===== src/rtl/vga_fb_arbiter.sv =====
// Frame-buffer arbiter: one single-port synchronous RAM shared between VGA scan-out
// reads (absolute priority during active video) and a pixel writer using the idle slots.
module vga_fb_arbiter #(
    parameter int unsigned DATA_W   = 8,
    parameter int unsigned ADDR_W   = 19,
    parameter int unsigned H_ACTIVE = 640,
    parameter int unsigned V_ACTIVE = 480
) (
    input  logic              vga_clk,
    input  logic              reset,
    input  logic [10:0]       next_pixel_h,
    input  logic [10:0]       next_pixel_v,
    input  logic              wr_req,
    input  logic [ADDR_W-1:0] wr_addr,
    input  logic [DATA_W-1:0] wr_data,
    output logic              wr_ack,
    output logic              wr_err,
    output logic [ADDR_W-1:0] mem_addr,
    output logic              mem_we,
    output logic [DATA_W-1:0] mem_wdata,
    input  logic [DATA_W-1:0] mem_rdata,
    output logic [DATA_W-1:0] pix_data,
    output logic              pix_valid
);
    localparam int unsigned COORD_W = 11;
    localparam logic [COORD_W-1:0] H_LIM     = COORD_W'(H_ACTIVE);
    localparam logic [COORD_W-1:0] V_LIM     = COORD_W'(V_ACTIVE);
    localparam logic [ADDR_W-1:0]  PIX_TOTAL = ADDR_W'(H_ACTIVE * V_ACTIVE);

    // State names the RAM action issued in the current cycle.
    typedef enum logic [1:0] {
        IDLE  = 2'd0,
        READ  = 2'd1,
        WRITE = 2'd2
    } state_e;

    state_e            state_q, state_d;
    logic [ADDR_W-1:0] disp_addr_q, disp_addr_d;
    logic [ADDR_W-1:0] mem_addr_q, mem_addr_d;
    logic              mem_we_q, mem_we_d;
    logic [DATA_W-1:0] mem_wdata_q, mem_wdata_d;
    logic              wr_ack_q, wr_ack_d;
    logic              wr_err_q, wr_err_d;
    logic              rd_v2_q, rd_v2_d;
    logic [DATA_W-1:0] pix_data_q, pix_data_d;
    logic              pix_valid_q, pix_valid_d;

    logic disp_slot_c;
    logic vblank_c;
    logic wr_in_range_c;

    assign disp_slot_c   = (next_pixel_h < H_LIM) && (next_pixel_v < V_LIM);
    assign vblank_c      = (next_pixel_v >= V_LIM);
    assign wr_in_range_c = (wr_addr < PIX_TOTAL);

    always_ff @(posedge vga_clk or posedge reset) begin
        if (reset) begin
            state_q     <= IDLE;
            disp_addr_q <= '0;
            mem_addr_q  <= '0;
            mem_we_q    <= 1'b0;
            mem_wdata_q <= '0;
            wr_ack_q    <= 1'b0;
            wr_err_q    <= 1'b0;
            rd_v2_q     <= 1'b0;
            pix_data_q  <= '0;
            pix_valid_q <= 1'b0;
        end else begin
            state_q     <= state_d;
            disp_addr_q <= disp_addr_d;
            mem_addr_q  <= mem_addr_d;
            mem_we_q    <= mem_we_d;
            mem_wdata_q <= mem_wdata_d;
            wr_ack_q    <= wr_ack_d;
            wr_err_q    <= wr_err_d;
            rd_v2_q     <= rd_v2_d;
            pix_data_q  <= pix_data_d;
            pix_valid_q <= pix_valid_d;
        end
    end

    always_comb begin
        state_d     = IDLE;
        disp_addr_d = disp_addr_q;
        mem_addr_d  = mem_addr_q;
        mem_we_d    = 1'b0;
        mem_wdata_d = mem_wdata_q;
        wr_ack_d    = 1'b0;
        wr_err_d    = 1'b0;

        if (disp_slot_c) begin
            state_d    = READ;
            mem_addr_d = disp_addr_q;
        end else if (wr_req) begin
            // Out-of-range writes are acknowledged but never reach the RAM.
            state_d     = WRITE;
            mem_addr_d  = wr_addr;
            mem_wdata_d = wr_data;
            wr_ack_d    = 1'b1;
            mem_we_d    = wr_in_range_c;
            wr_err_d    = !wr_in_range_c;
        end

        // Raster-order counter replaces v*H_ACTIVE+h.
        if (vblank_c) begin
            disp_addr_d = '0;
        end else if (disp_slot_c) begin
            disp_addr_d = disp_addr_q + ADDR_W'(1);
        end

        // READ in state_q means the address is at the RAM; data returns next cycle.
        rd_v2_d     = (state_q == READ);
        pix_valid_d = rd_v2_q;
        pix_data_d  = rd_v2_q ? mem_rdata : '0;
    end

    assign wr_ack    = wr_ack_q;
    assign wr_err    = wr_err_q;
    assign mem_addr  = mem_addr_q;
    assign mem_we    = mem_we_q;
    assign mem_wdata = mem_wdata_q;
    assign pix_data  = pix_data_q;
    assign pix_valid = pix_valid_q;

endmodule


===== config.mk =====
export PLATFORM = sky130hd
export DESIGN_NAME = vga_fb_arbiter
export DESIGN_NICKNAME = d
export VERILOG_FILES = /design/src/rtl/vga_fb_arbiter.sv
export SDC_FILE = /design/constraint.sdc
export NUM_CORES = 1
export LEC_CHECK = 0
export CORE_UTILIZATION = 40
export CTS_CLUSTER_DIAMETER = 60
export DETAILED_ROUTE_END_ITERATION = 10
export PLACE_DENSITY = 0.74
export REMOVE_ABC_BUFFERS = 1
export SYNTH_ARGS = -nofsm -noshare
export SYNTH_HDL_FRONTEND = slang
export SYNTH_SLANG_ARGS = --single-unit

===== constraint.sdc =====
create_clock -name vga_clk -period 5.8 [get_ports vga_clk]
set_input_delay 1.74 -clock vga_clk [delete_from_list [all_inputs] [get_ports vga_clk]]
set_output_delay 1.74 -clock vga_clk [all_outputs]
set_load 0.02 [all_outputs]

# Word-level counts from Yosys, hierarchy flattened
# Cells that the tools add are included.
# op_classes
n_shift	0
n_reduce_logical	5
n_lt_le_gt_ge	4
n_mul	0
mux	13
n_addsub	1
bitwise	1
n_eq_ne	1
n_div	0
# op_table
cell	n
$mux W19	4
$add A19 B1 Y19 const B	1
$lt A19 B19 Y1 const B	1
$ge A11 B9 Y1 const B	1
$lt A11 B10 Y1 const B	1
$lt A11 B9 Y1 const B	1
$mux W8	1
$mux W1	6
$mux W2	2
$reduce_bool A2 Y1	2
$eq A2 B1 Y1 const B	1
$reduce_and A2 Y1	1
$logic_and A1 B1 Y1	1
$logic_not A1 Y1	1
$not A1 Y1	1
# totals
register_bits	61
mem_count	0
ram_bits	0
rom_bits	0
out_inout_bits	39
latchBits	0
in_bits	60
elab_cells	35

# Depth between registers and ports, before layout
# Gate-level depths: netlist (run 1).
# logic_depth
word_depth	4
depth_mapped	6

# Least setup slack after synthesis (run 1)
# No wires, ideal clock.
# synth_path
path_type	input-to-reg
startpoint	input port next_pixel_v[6]
endpoint	register mem_wdata_q[0], in the netlist mem_wdata[0]
setup_slack_ns	2.872
n_path_buf	0
stages	4
arrival_time_ns	2.803
required_ns	5.675
setup_ns	0.125
path_cell_list	and4_1 > nand4bb_1 > nand2_1 > mux2_2
# synth_via
elab_chain_cells	4
# synth_rtl
element	line	rtl
start: declaration	12	input logic [10:0] next_pixel_v,
$lt A11 B9 Y1	52	assign disp_slot_c = (next_pixel_h < H_LIM) && (next_pixel_v < V_LIM);
$logic_and A1 B1 Y1	52	
$not A1 Y1 (no source line)	n/a	
$reduce_and A2 Y1 (no source line)	n/a	
end signal: assignment	73	mem_wdata_q <= mem_wdata_d;
end: declaration	41	logic [DATA_W-1:0] mem_wdata_q, mem_wdata_d;
# No other way between the ends.
# A chain may end at the register's enable or synchronous reset.

# Worst setup path in the final report (run 1)
# layout_path
startpoint	input port wr_req
endpoint	register mem_wdata_q[0], in the netlist mem_wdata[0]
# layout_via
elab_chain_cells	1
# layout_rtl
element	line	rtl
start: declaration	13	input logic wr_req,
$reduce_and A2 Y1 (no source line)	n/a	
# No other way between the ends.

==> results of run 1 <==
registers in the layout, summed over array words and instances, names as in the netlist:
signal	count
disp_addr_q	19
mem_addr	19
mem_wdata	8
mem_we	1
pix_data	8
pix_valid	1
pix_valid_d	1
state_q	2
wr_err	1
cells in the final DEF, fill, tap and decap left out:
| master | instances |
|---|---|
| a211o_1 | 1 |
| a21o_1 | 1 |
| a21oi_1 | 29 |
| and2_1 | 9 |
| and3_1 | 1 |
| and3_2 | 1 |
| and3b_1 | 1 |
| and4_1 | 2 |
| and4_4 | 1 |
| buf_4 | 3 |
| bufinv_16 | 3 |
| clkbuf_1 | 2 |
| clkbuf_8 | 9 |
| clkdlybuf4s50_1 | 86 |
| clkinv_2 | 2 |
| dfrtp_1 | 60 |
| ha_1 | 1 |
| inv_1 | 5 |
| inv_2 | 1 |
| mux2_2 | 8 |
| mux2i_1 | 20 |
| nand2_1 | 6 |
| nand2b_1 | 1 |
| nand3_1 | 6 |
| nand4_1 | 5 |
| nand4_2 | 1 |
| nand4bb_1 | 1 |
| nor2_1 | 30 |
| nor2b_1 | 3 |
| nor3_1 | 1 |
| o211ai_1 | 1 |
| o21ai_0 | 7 |
| o21ai_4 | 1 |
| o31ai_1 | 2 |
| or3_1 | 7 |
| or4_1 | 3 |
| xnor2_1 | 2 |
| xor2_1 | 6 |
path summary, 6_finish.rpt:
path / endpoint / slack (ns) / depth (start not counted)
max reg2reg: disp_addr_q[18] / 3.81 / 5
max: mem_wdata[0] / 2.33 / 4
min reg2reg: pix_valid_d / 0.45 / 1
min in group asynchronous: pix_data[2] / 1.93 / 3
max in group asynchronous: disp_addr_q[1] / 3.39 / 3
min: pix_valid_d / 0.45 / 1
cells by family (layout without fill, tap and decap cells):
kind of cell | after synthesis | after routing | synth area share
AO/OA/AOI/OAI | 42 | 42 | 0.0904
XOR/XNOR | 8 | 8 | 0.0269
adder cells (fa/ha/maj) | 1 | 1 | 0.00481
buffers and inverters | 16 | 111 | 0.0260
flip-flops | 60 | 60 | 0.577
multiplexers | 28 | 28 | 0.112
AND/OR/NAND/NOR | 79 | 79 | 0.163
critical path: stages:
cell,delay (ns)
clkdlybuf4s50_1,0.89
buf_4,0.36
nand2_1,0.32
mux2_2,0.37
power by group:
part           internal, W  switching [W]
combinational    0.0000961      0.0000823
clock             0.000284       0.000157
sequential        0.000445      0.0000130
total             0.000826       0.000252
layer usage:
layer | wire length [µm] | vias to the layer above
met2 | 2470 | 88
met1 | 2400 | 973
met3 | 553 | 11
li1 | - | 1000
met4 | 105 | 0
met5 | 0 | -
per-stage QoR:
step / hold WS [ns] / utilization / worst slack (ns)
after floorplan: 0.431 / - / 1.79
after global placement: 0.409 / 0.560 / 2.01
after detailed placement: 0.434 / 0.560 / 1.95
after CTS: 0.455 / 0.597 / 2.30
after global routing: 0.478 / 0.597 / 2.25
final: 0.448 / 0.597 / 2.33
final cells by class:
cell class,instances,share of cell area
Tap cell,77,0.0256
Multi-Input combinational cell,158,0.274
Clock buffer,11,0.0349
Sequential cell,60,0.399
Inverter,6,0.00598
Clock inverter,5,0.0266
Timing Repair Buffer,89,0.234
==> load_flow_metrics.sql, run 1 <==
INSERT INTO impl_metrics (metric_group, metric, value, unit) VALUES
('status', 'outcome', 'completed', ''),
('floorplan', 'start_util', '0.412', ''),
('global_routing', 'grt_start_max_net_pins', '61', ''),
('timing', 'setup_viol', '0', ''),
('clocking', 'cts_tree', 'done', ''),
('place', 'place.detailed.hpwl', '3830', 'µm'),
('timing', 'setup_total_negative_slack', '0', 'ns'),
('timing', 'slew-limit-headroom', '0.511', ''),
('clocking', 'root_buffer', 'clkbuf_8', ''),
('yosys', 'synthDominantCellAreaShare', '0.577', ''),
('clocking', 'cts-root-to-sink-buffers', '2', ''),
('final_layout', 'nNetsFinal', '385', ''),
('final_layout', 'num-fill-cells', '542', ''),
('power', 'power.static_leakage', '1.68', 'nW'),
('detailed_routing', 'route.detailed.wl_per_inst', '13.6', 'µm'),
('hold_path', 'hold_class', 'reg -> reg', ''),
('place', 'placement.io_buffers', '86', ''),
('detailed_routing', 'drt-vias-per-instance', '5.10', ''),
('yosys', 'synthesis.yosys.warnings', '0', ''),
('final_layout', 'num_antenna_cells', '0', ''),
('yosys', 'synth_top_cells_by_area', 'dfrtp_1, mux2i_1, a21oi_1, nor2_1, mux2_2', ''),
('final_layout', 'seqCellArea', '1500', 'µm²'),
('yosys', 'synth_top_cell_by_area', 'dfrtp_1', ''),
('detailed_routing', 'drt_pass1_iterations', '4', ''),
('final_layout', 'finish.instance_area', '3770', 'µm²'),
('clocking', 'post_cts_resize_count', '0', ''),
('yosys', 'async_flop_share', '1.00', ''),
('power', 'power.ir.vdd_worst', '0.182', 'mV'),
('critical_path', 'crit_path_start_kind', 'input pin', ''),
('timing', 'clock.fmax', '288', 'MHz'),
('yosys', 'synth.cell_area', '2600', 'µm²'),
('yosys', 'synth-main-ff-cell', 'dfrtp_1', ''),
('detailed_routing', 'antenna_left', '0', ''),
('floorplan', 'row_count', '29', ''),
('place', 'placed_cells', '390', ''),
('yosys', 'synth_enable_flop_cells', '0', ''),
('floorplan', 'core', '6310', 'µm²'),
('yosys', 'post_synth_num_cell_types', '34', ''),
('global_routing', 'grt_overflow_total', '0', ''),
('floorplan', 'die_area', '6830', 'µm²'),
('detailed_routing', 'detail_route.drc_violations', '0', ''),
('detailed_routing', 'routed-via-count', '2072', ''),
('yosys', 'synth.top_cells.by_count', 'dfrtp_1, nor2_1, a21oi_1, mux2i_1, and2_1', ''),
('timing', 'hold_violations', '0', ''),
('global_routing', 'grt_first_pass_wirelength', '8710', 'µm'),
('critical_path', 'cp-end-kind', 'flip-flop', ''),
('clocking', 'cts_buffers', '9', ''),
('timing', 'max_slew.worst_pin.slew', '0.734', 'ns'),
('clocking', 'worst_skew_pair.late_latency', '0.34', 'ns'),
('critical_path', 'worstPathRequired', '6.02', 'ns'),
('yosys', 'library_cell_with_the_highest_instance_count_after_synthesis', 'dfrtp_1', ''),
('timing', 'drv_slew', '0', ''),
('final_layout', 'multiInputGateArea', '1030', 'µm²'),
('timing', 'fin_skew', '0.00730', 'ns'),
('critical_path', 'critPathKind', 'in -> reg', ''),
('global_routing', 'grt_usage', '0.173', ''),
('detailed_routing', 'routed_wl', '5530', 'µm'),
('hold_path', 'min-delay-start', 'state_q[1]', ''),
('global_routing', 'initial_antenna_violation_count', '0', ''),
('timing', 'unrepaired_setup_endpoints_after_global_routing', 'false', ''),
('critical_path', 'setup.worst_path.start', 'wr_req', ''),
('final_layout', 'drive_gt1_frac', '0.0912', ''),
('clocking', 'cts.repair_timing.setup_buffer_count', '0', ''),
('final_layout', 'finalNonFillerCells', '406', ''),
('timing', 'layout_worst_path_cycle_share', '0.598', ''),
('critical_path', 'timing.critical_path.arrival', '3.69', 'ns'),
('yosys', 'post_synth.cell_area_avg', '11.1', 'µm²'),
('power', 'post-layout-total-power', '0.00108', 'W'),
('place', 'postPlaceCellArea', '3540', 'µm²'),
('critical_path', 'cp_max_fo', '12', ''),
('global_routing', 'grtUsageMet2', '0.295', '');
(Power assumes the default switching activity.)
==> inputs of run 2 (changes only) <==
--- a/config.mk
+++ b/config.mk
@@ -8,7 +8,7 @@
 export CORE_UTILIZATION = 40
 export CTS_CLUSTER_DIAMETER = 60
 export DETAILED_ROUTE_END_ITERATION = 10
-export PLACE_DENSITY = 0.74
+export PLACE_DENSITY = 0.77
 export REMOVE_ABC_BUFFERS = 1
 export SYNTH_ARGS = -nofsm -noshare
 export SYNTH_HDL_FRONTEND = slang
==> constraint.sdc (replaced) <==
create_clock -name vga_clk -period 2.83 [get_ports vga_clk]
set_input_delay 0.849 -clock vga_clk [delete_from_list [all_inputs] [get_ports vga_clk]]
set_output_delay 0.849 -clock vga_clk [all_outputs]
set_load 0.02 [all_outputs]
==> run 2 against run 1 <==
Compared with the run above: non-clock buffer count rose by 4; core utilization is 0.73 points higher; clock skew is 0.0016 ns higher; sequential cell count unchanged; power increased by 100%; via count increased by 0.72%; first-iteration DRC count increased by 19%; worst setup slack worse by 1.8 ns; wire length is 2.0% higher; critical path type unchanged; largest power group unchanged.
==> load_flow_metrics.sql, run 2 (same netlist as run 1, synthesis figures left out) <==
INSERT INTO impl_metrics (metric_group, metric, value, unit) VALUES
('critical_path', 'timing.rr.end', 'disp_addr_q[18]', ''),
('final_layout', 'drive_gt1_frac', '0.108', ''),
('timing', 'setup_total_negative_slack', '0', 'ns'),
('floorplan', 'die_area', '6830', 'µm²'),
('clocking', 'worst_skew_pair.late_latency', '0.33', 'ns'),
('clocking', 'cts_buffers', '9', ''),
('final_layout', 'commonest_cells_after_routing_fill_and_taps_aside', 'clkdlybuf4s50_1, dfrtp_1, nor2_1', ''),
('clocking', 'ctsHtreeMaxLevel', '3', ''),
('detailed_routing', 'antenna_left', '0', ''),
('place', 'post-place-ws', '0.174', 'ns'),
('power', 'post-layout-total-power', '0.00220', 'W'),
('power', 'power.density', '577', 'nW/µm²'),
('critical_path', 'cp-end-kind', 'flip-flop', ''),
('global_routing', 'grt_busiest_layer', 'met2', ''),
('power', 'power.ir.vdd_worst', '0.324', 'mV'),
('floorplan', 'start_util', '0.412', ''),
('timing', 'max_slew.worst_pin.slew', '0.416', 'ns'),
('global_routing', 'grt_overflow_total', '0', ''),
('floorplan', 'die_width', '82.6', 'µm'),
('timing', 'layout_worst_path_cycle_share', '0.821', ''),
('clocking', 'cts_tree', 'done', ''),
('critical_path', 'timing.reg2reg.worst_path_depth', '5', ''),
('timing', 'drv_slew', '0', ''),
('floorplan', 'dieHeight', '82.6', 'µm'),
('hold_path', 'hold_class', 'reg -> reg', ''),
('global_routing', 'initial_antenna_violation_count', '0', ''),
('timing', 'hold_violations', '0', ''),
('clocking', 'clock_sinks', '60', ''),
('critical_path', 'crit_path_start_kind', 'input pin', ''),
('timing', 'setup_slack', '0.505', 'ns'),
('global_routing', 'gr-usage-met3', '0.0505', ''),
('timing', 'setup_viol', '0', ''),
('hold_path', 'hold_end', 'pix_valid_d', ''),
('status', 'outcome', 'completed', ''),
('clocking', 'cts.repair_timing.setup_buffer_count', '0', ''),
('final_layout', 'postLayoutCoreUtil', '0.604', ''),
('global_routing', 'grt_usage', '0.178', ''),
('detailed_routing', 'routed_wl', '5640', 'µm'),
('critical_path', 'setup.reg_to_reg.worst_slack', '0.99', 'ns'),
('critical_path', 'worstPathRequired', '3.10', 'ns'),
('final_layout', 'num_antenna_cells', '0', ''),
('floorplan', 'core', '6310', 'µm²'),
('final_layout', 'area_growth_syn_to_layout', '46.6', '%'),
('run', 'maxCapViolCount', '0', ''),
('critical_path', 'timing.rr.start', 'disp_addr_q[0]', ''),
('timing', 'fin_skew', '0.00890', 'ns'),
('place', 'place.detailed.hpwl', '3770', 'µm'),
('hold_path', 'min-delay-start', 'state_q[1]', ''),
('timing', 'slew-limit-headroom', '0.722', ''),
('detailed_routing', 'drt_pass1_iterations', '4', ''),
('final_layout', 'nNetsFinal', '389', ''),
('place', 'gp_congestion', '0.771', ''),
('global_routing', 'grt_start_max_net_pins', '61', ''),
('detailed_routing', 'detail_route.drc_violations', '0', ''),
('clocking', 'root_buffer', 'clkbuf_8', ''),
('timing', 'post-route-min-period', '2.32', 'ns'),
('power', 'power.static_leakage', '1.71', 'nW'),
('critical_path', 'critPathKind', 'in -> reg', ''),
('floorplan', 'row_count', '29', ''),
('clocking', 'hold_buffers', '0', ''),
('clocking', 'clkTransAtPathRegs', '0.07', 'ns'),
('global_routing', 'grtUsageMet2', '0.277', ''),
('global_routing', 'grt_pass1_vias', '1910', ''),
('detailed_routing', 'initialDrtViolationCount', '100', ''),
('global_routing', 'grt_first_pass_wirelength', '8860', 'µm'),
('clocking', 'cts-root-to-sink-buffers', '2', ''),
('clocking', 'post_cts_resize_count', '0', ''),
('place', 'placement.io_buffers', '86', ''),
('timing', 'finalHoldWorstSlack', '0.455', 'ns'),
('timing', 'unrepaired_setup_endpoints_after_global_routing', 'false', ''),
('floorplan', 'io-pin-count', '99', ''),
('final_layout', 'final_common_cell', 'clkdlybuf4s50_1', ''),
('detailed_routing', 'drt-vias-per-instance', '5.09', ''),
('detailed_routing', 'routed-via-count', '2087', ''),
('hold_path', 'worst_hold_path_depth', '1', ''),
('global_routing', 'grtUsageMet1', '0.225', ''),
('detailed_routing', 'route.detailed.wl_per_inst', '13.8', 'µm'),
('critical_path', 'timing.critical_path.arrival', '2.59', 'ns'),
('timing', 'clock.fmax', '430', 'MHz'),
('critical_path', 'cp_max_fo', '10', '');
run 2: power by group:
part           leakage (nW)  internal, W  switching, W
clock network         0.122     0.000565      0.000325
registers             0.772     0.000912     0.0000261
logic                 0.820     0.000202      0.000169
run 2: routing by layer:
metal  vias to the layer above  routed length (µm)  share of wire
met3                         9                 476          0.084
met2                        77                2570           0.45
met5                         -                   0              0
met1                       990                2510           0.44
met4                         0                  88          0.016
li1                       1011                   -              -
run 2: cell type report:
cell class,instances,area (µm²)
clock buffer,12,165
clock inverter,4,70.1
fill,545,2500
inverter,6,22.5
multi-input combinational,158,1030
sequential,60,1500
tap,77,96.3
timing repair buffer,93,926
run 2: worst max-delay path, stage by stage:
cell,delay (ns)
clkdlybuf4s50_1,0.47
and3b_1,0.32
nand4_1,0.32
or4_1,0.56
nand2_1,0.08
run 2: worst max-delay path by stage:
stage	start	to	slack, ns
after detailed placement	next_pixel_h[10]	disp_addr_q[17]	0.17
after global placement	next_pixel_h[10]	disp_addr_q[17]	0.18
final	next_pixel_h[10]	disp_addr_q[17]	0.51
after global routing	next_pixel_h[10]	disp_addr_q[11]	0.41
after floorplan	next_pixel_v[6]	mem_wdata[0]	-0.29
after CTS	next_pixel_h[10]	disp_addr_q[17]	0.53
run 2: stage by stage:
step                cell area (µm²)  std cells
floorplan                      2560        224
global placement               3580        394
detailed placement             3580        394
CTS                            3810        410
global route                   3810        410
finish                         3810        410
